===== src/rtl/pwm_capture.sv =====
// PWM capture: synchronises an external PWM input and measures period and high time per
// rising-edge frame, with a one-cycle valid strobe and a stuck-input flag.
module pwm_capture #(
  parameter int unsigned CNT_W       = 8,
  parameter int unsigned SYNC_STAGES = 2
) (
  input  logic             clk,
  input  logic             reset,
  input  logic             pwm_in,
  output logic [CNT_W-1:0] duty_out,
  output logic [CNT_W-1:0] period_out,
  output logic             valid,
  output logic             stuck,
  output logic             level_out
);

  localparam logic [CNT_W-1:0] MAX = '1;
  localparam logic [CNT_W-1:0] ONE = CNT_W'(1);

  typedef enum logic [1:0] {StIdle, StMeas, StStuck} state_e;

  state_e                 r_state, w_state_d;
  logic [SYNC_STAGES-1:0] r_sync;
  logic                   r_prev;
  logic [CNT_W-1:0]       r_period_cnt, w_period_cnt_d;
  logic [CNT_W-1:0]       r_high_cnt, w_high_cnt_d;
  logic [CNT_W-1:0]       r_duty, w_duty_d;
  logic [CNT_W-1:0]       r_period_out, w_period_out_d;
  logic                   r_valid, w_valid_d;
  logic                   r_stuck, w_stuck_d;

  logic w_s;
  logic w_rise;
  logic w_at_max;

  assign w_s      = r_sync[SYNC_STAGES-1];
  assign w_rise   = w_s & ~r_prev;
  assign w_at_max = (r_period_cnt == MAX);

  always_ff @(posedge clk or negedge reset) begin
    if (!reset) begin
      r_sync       <= '0;
      r_prev       <= 1'b0;
      r_state      <= StIdle;
      r_period_cnt <= '0;
      r_high_cnt   <= '0;
      r_duty       <= '0;
      r_period_out <= '0;
      r_valid      <= 1'b0;
      r_stuck      <= 1'b0;
    end else begin
      r_sync       <= {r_sync[SYNC_STAGES-2:0], pwm_in};
      r_prev       <= w_s;
      r_state      <= w_state_d;
      r_period_cnt <= w_period_cnt_d;
      r_high_cnt   <= w_high_cnt_d;
      r_duty       <= w_duty_d;
      r_period_out <= w_period_out_d;
      r_valid      <= w_valid_d;
      r_stuck      <= w_stuck_d;
    end
  end

  always_comb begin
    w_state_d      = r_state;
    w_period_cnt_d = r_period_cnt;
    w_high_cnt_d   = r_high_cnt;
    w_duty_d       = r_duty;
    w_period_out_d = r_period_out;
    w_valid_d      = 1'b0;
    w_stuck_d      = r_stuck;

    // A rise always takes priority over the counter reaching MAX, so a frame of exactly
    // MAX cycles reports normally instead of timing out.
    case (r_state)
      StIdle: begin
        if (w_rise) begin
          w_period_cnt_d = ONE;
          w_high_cnt_d   = ONE;
          w_state_d      = StMeas;
        end else if (w_at_max) begin
          w_valid_d      = 1'b1;
          w_period_out_d = '0;
          w_duty_d       = w_s ? MAX : '0;
          w_stuck_d      = 1'b1;
          w_state_d      = StStuck;
        end else begin
          w_period_cnt_d = r_period_cnt + ONE;
        end
      end
      StMeas: begin
        if (w_rise) begin
          w_duty_d       = r_high_cnt;
          w_period_out_d = r_period_cnt;
          w_valid_d      = 1'b1;
          w_period_cnt_d = ONE;
          w_high_cnt_d   = ONE;
        end else if (w_at_max) begin
          w_valid_d      = 1'b1;
          w_period_out_d = '0;
          w_duty_d       = w_s ? MAX : '0;
          w_stuck_d      = 1'b1;
          w_state_d      = StStuck;
        end else begin
          w_period_cnt_d = r_period_cnt + ONE;
          w_high_cnt_d   = r_high_cnt + {{(CNT_W-1){1'b0}}, w_s};
        end
      end
      StStuck: begin
        if (w_rise) begin
          w_stuck_d      = 1'b0;
          w_period_cnt_d = ONE;
          w_high_cnt_d   = ONE;
          w_state_d      = StMeas;
        end
      end
      default: begin
        w_state_d = StIdle;
      end
    endcase
  end

  assign duty_out   = r_duty;
  assign period_out = r_period_out;
  assign valid      = r_valid;
  assign stuck      = r_stuck;
  assign level_out  = w_s;

endmodule


===== config.mk =====
export PLATFORM = sky130hd
export DESIGN_NAME = pwm_capture
export DESIGN_NICKNAME = d
export VERILOG_FILES = /design/src/rtl/pwm_capture.sv
export SDC_FILE = /design/constraint.sdc
export NUM_CORES = 1
export LEC_CHECK = 0
export ABC_CLOCK_PERIOD_IN_PS = 1700
export CORE_MARGIN = 2
export CORE_UTILIZATION = 45
export CTS_CLUSTER_SIZE = 20
export DETAILED_ROUTE_END_ITERATION = 8
export DONT_BUFFER_PORTS = 1
export PLACE_DENSITY_LB_ADDON = 0.25
export SLEW_MARGIN = 5
export SYNTH_ARGS = -nofsm -noshare
export SYNTH_HDL_FRONTEND = slang
export SYNTH_SLANG_ARGS = --single-unit

===== constraint.sdc =====
create_clock -name clk -period 1.7 [get_ports clk]
set_input_delay 0.17 -clock clk [delete_from_list [all_inputs] [get_ports clk]]
set_output_delay 0.17 -clock clk [all_outputs]
set_load 0.01 [all_outputs]

==> results.cfg <==
[cts]
clock-sinks = 39
clockBufferDepth = 2
cts_root_buf = clkbuf_8
numCtsBuffers = 5
cts_tree = yes
clk_latency_ns = 0.30
cts.clk_slew.worst_paths_ns = 0.08
htree_levels = 2

[power]
leakage_nw = 1.00
seq_power_share_pct = 48.2
pwr-share-clk_pct = 30.5
combPwrFrac_pct = 21.4
power_density_nw_per_um2 = 1180
intPower_mw = 1.88
power_mw = 2.68
worst_ir_drop_vdd_v = 0.000489
p_switching_mw = 0.801
sw_frac_of_total_pct = 29.9

[logic_synthesis]
async_reset_ff_share_pct = 100
ys_seq_elements = 39
syn_area_um2 = 1900
seq_area_frac_synth_pct = 51.4
synth_edf_count = 0
yosysWarnings = 0
synth_ff_type = dfrtp_1
muxShareOfSynthArea_pct = 0.593
synth_fa_ha_area_share_pct = 1.98
synth_fp_nets = 187
synth_top_family_by_area = compound AO/OA/AOI/OAI gates
synth_compound_area_share_pct = 27.7
synthXorXnorAreaFrac_pct = 0
syn_avg_cell_area_um2 = 10.5
netlist_instances = 181
ys_types = 44
yosys.area_share.simple_pct = 13.4

[hold_path]
hp-class = input port to asynchronous set/reset pin

[placed_design]
io_buffers = 0
placed_area_um2 = 2070
dp_hpwl_mm = 3.11
globalplace.congestion = 0.891
pre_cts_ws_ns = -0.00932
dp.cells = 242

[worst_setup_path]
crit_buf_inv = 1
cp_top_family = compound AO/OA/AOI/OAI gates
crit_chain = ha_1 -> and3_2 -> a21oi_1 -> buf_4 -> a31oi_1 -> a21o_1
r2r_setup_slack_ns = 0.04
slowest_stage = dfrtp_1
required_ns = 1.89
cp_slowest_stage_delay_ns = 0.40
crit_arrival_ns = 1.85
path_max_fanout = 6
r2r-start = r_period_cnt[0]
regToRegEndpoint = r_high_cnt[3]
cp-startpoint = r_period_cnt[0]
crit_path_start_kind = flop
crit_path_end_kind = flop
worst-setup-path-type = flop to flop
ff2ff_path_depth = 6

[grt]
met3_usage_pct = 6.49
grt-ovfl-total = 0
grt_pass1_wl_mm = 7.24
grt_pass1_vias = 1602
grtUsageMet1_pct = 25.4
grt_start_max_net_pins = 40
top_usage_layer = met2
antenna_found_initial = 0
met2_usage_pct = 34.1
track_usage_pct = 21.1

[cells_and_area]
drive_gt1_share_pct = 22.5
num_antenna_cells = 0
fin_cells = 254
design_area_um2 = 2260
final_nets = 209
fillers = 351
finish.utilization_pct = 56.1
areaGrowthSynthToFinish_pct = 19.2

[drt]
drt_pass1_iterations = 4
wire_per_inst_um = 18.0
via_per_inst = 6.33
antenna_left = 0
routed_wirelength_mm = 4.58
drc = 0
drtIter0Drc = 125
via_count = 1607

[sta]
timing.hold.ws_ns = 0.318
finalHoldViolCount = 0
tightest_slew_ns = 0.415
maxSlewHeadroom_pct = 72.0
setup_viol = 0
setup_ws_ns = 0.0427
drv_slew = 0
setup_tns_ns = 0
fmax_mhz = 603
period_share_pct = 97.5
fin_crit_ns = 1.66
rsz0062_at_grt = no
clock_skew_ns = 0.0104

[floorplanning]
row_count = 23
core_um2 = 4030
die_width_um = 68.9
start_util_pct = 47.1
die_area_um2 = 4750
fp.dieH_um = 68.9
pin_count = 22

[run_status]
status = finished clean

[flow_run]
cap_violations = 0
## per-layer routing
layer	wire (um)	vias to the layer above
li1	-	738
met1	1970	782
met2	2240	76
met3	264	11
met4	108	0
met5	0	-
## synth_stat cells (all sizes together) (2+ instances only)
cell,instances,area (um^2)
and3,2,12.5
nor2,9,33.8
a22o,9,78.8
buf,9,55.0
o21ai,10,50.0
nand3,7,35.0
nand2,12,45.0
a31oi,5,31.3
a21o,3,22.5
a32o,6,60.1
o211ai,4,30.0
o31ai,2,15.0
a2bb2oi,7,61.3
nor2b,2,12.5
nand4,4,25.0
a21oi,7,35.0
nand2b,2,12.5
and4,2,17.5
clkbuf,5,18.8
o22ai,8,50.1
ha,3,37.5
dfrtp,39,976
a211oi,2,15.0
inv,5,18.8
nor3,2,10.0
## registers in the layout (all words and copies together), names as in the netlist
register,cells
duty_out,8
period_out,8
r_high_cnt,8
r_period_cnt,8
r_prev,1
r_state,2
r_sync,2
stuck,1
valid,1
## cells in the final DEF, fill, tap and decap left out, drive strengths merged, types with 4 or more instances in the layout
cell / instances
nand4: 4
o21ai: 10
dfrtp: 39
a31oi: 5
o22ai: 8
a32o: 6
nand3: 7
clkbuf: 6
a22o: 9
a2bb2oi: 7
a21oi: 7
buf: 27
inv: 5
nand2: 12
nor2: 9
o211ai: 4
## cell families (layout without fill, tap and decap cells)
| kind of cell | after synthesis | after routing |
|---|---|---|
| compound gates | 71 | 71 |
| fa+ha+maj | 3 | 3 |
| buf+inv | 19 | 42 |
| flops | 39 | 39 |
| mux | 1 | 1 |
| simple gates | 48 | 48 |
## power groups by stage
stage	registers, mW	clock network (mW)	logic (mW)
6_report	1.29	0.816	0.572
5_1_grt	1.31	0.867	0.622
4_1_cts	1.29	0.827	0.558
3_5_place_dp	1.30	0	0.525
3_3_place_gp	1.30	0	0.504
2_1_floorplan	1.27	0	0.347
## cell type report
class	instances	area (um^2)	area share, %
multi-input combinational	123	852	37.7
sequential	39	976	43.1
inverter	5	18.8	0.830
timing repair buffer	29	235	10.4
clock inverter	2	35.0	1.55
clock buffer	6	82.6	3.65
tap	50	62.6	2.77
## how the worst max path moves through the flow
| stage | slack, ns | cells after the start | endpoint |
|---|---|---|---|
| global placement | 0.09 | 5 | r_high_cnt[1] |
| CTS | 0.05 | 5 | period_out[6] |
| detailed placement | -0.009 | 5 | duty_out[2] |
| finish | 0.04 | 6 | r_high_cnt[3] |
| floorplan | 0.06 | 6 | r_high_cnt[5] |
| global route | 0.007 | 5 | r_high_cnt[7] |
## what timing repair did
item	4_1_cts	5_1_grt
resized for setup	1	6
setup endpoints to repair	14	19
endpoints found under the hold margin	40	0
hold buffers	3	0
pin swaps	1	0
setup buffers	1	0
(Power assumes the default switching activity.)
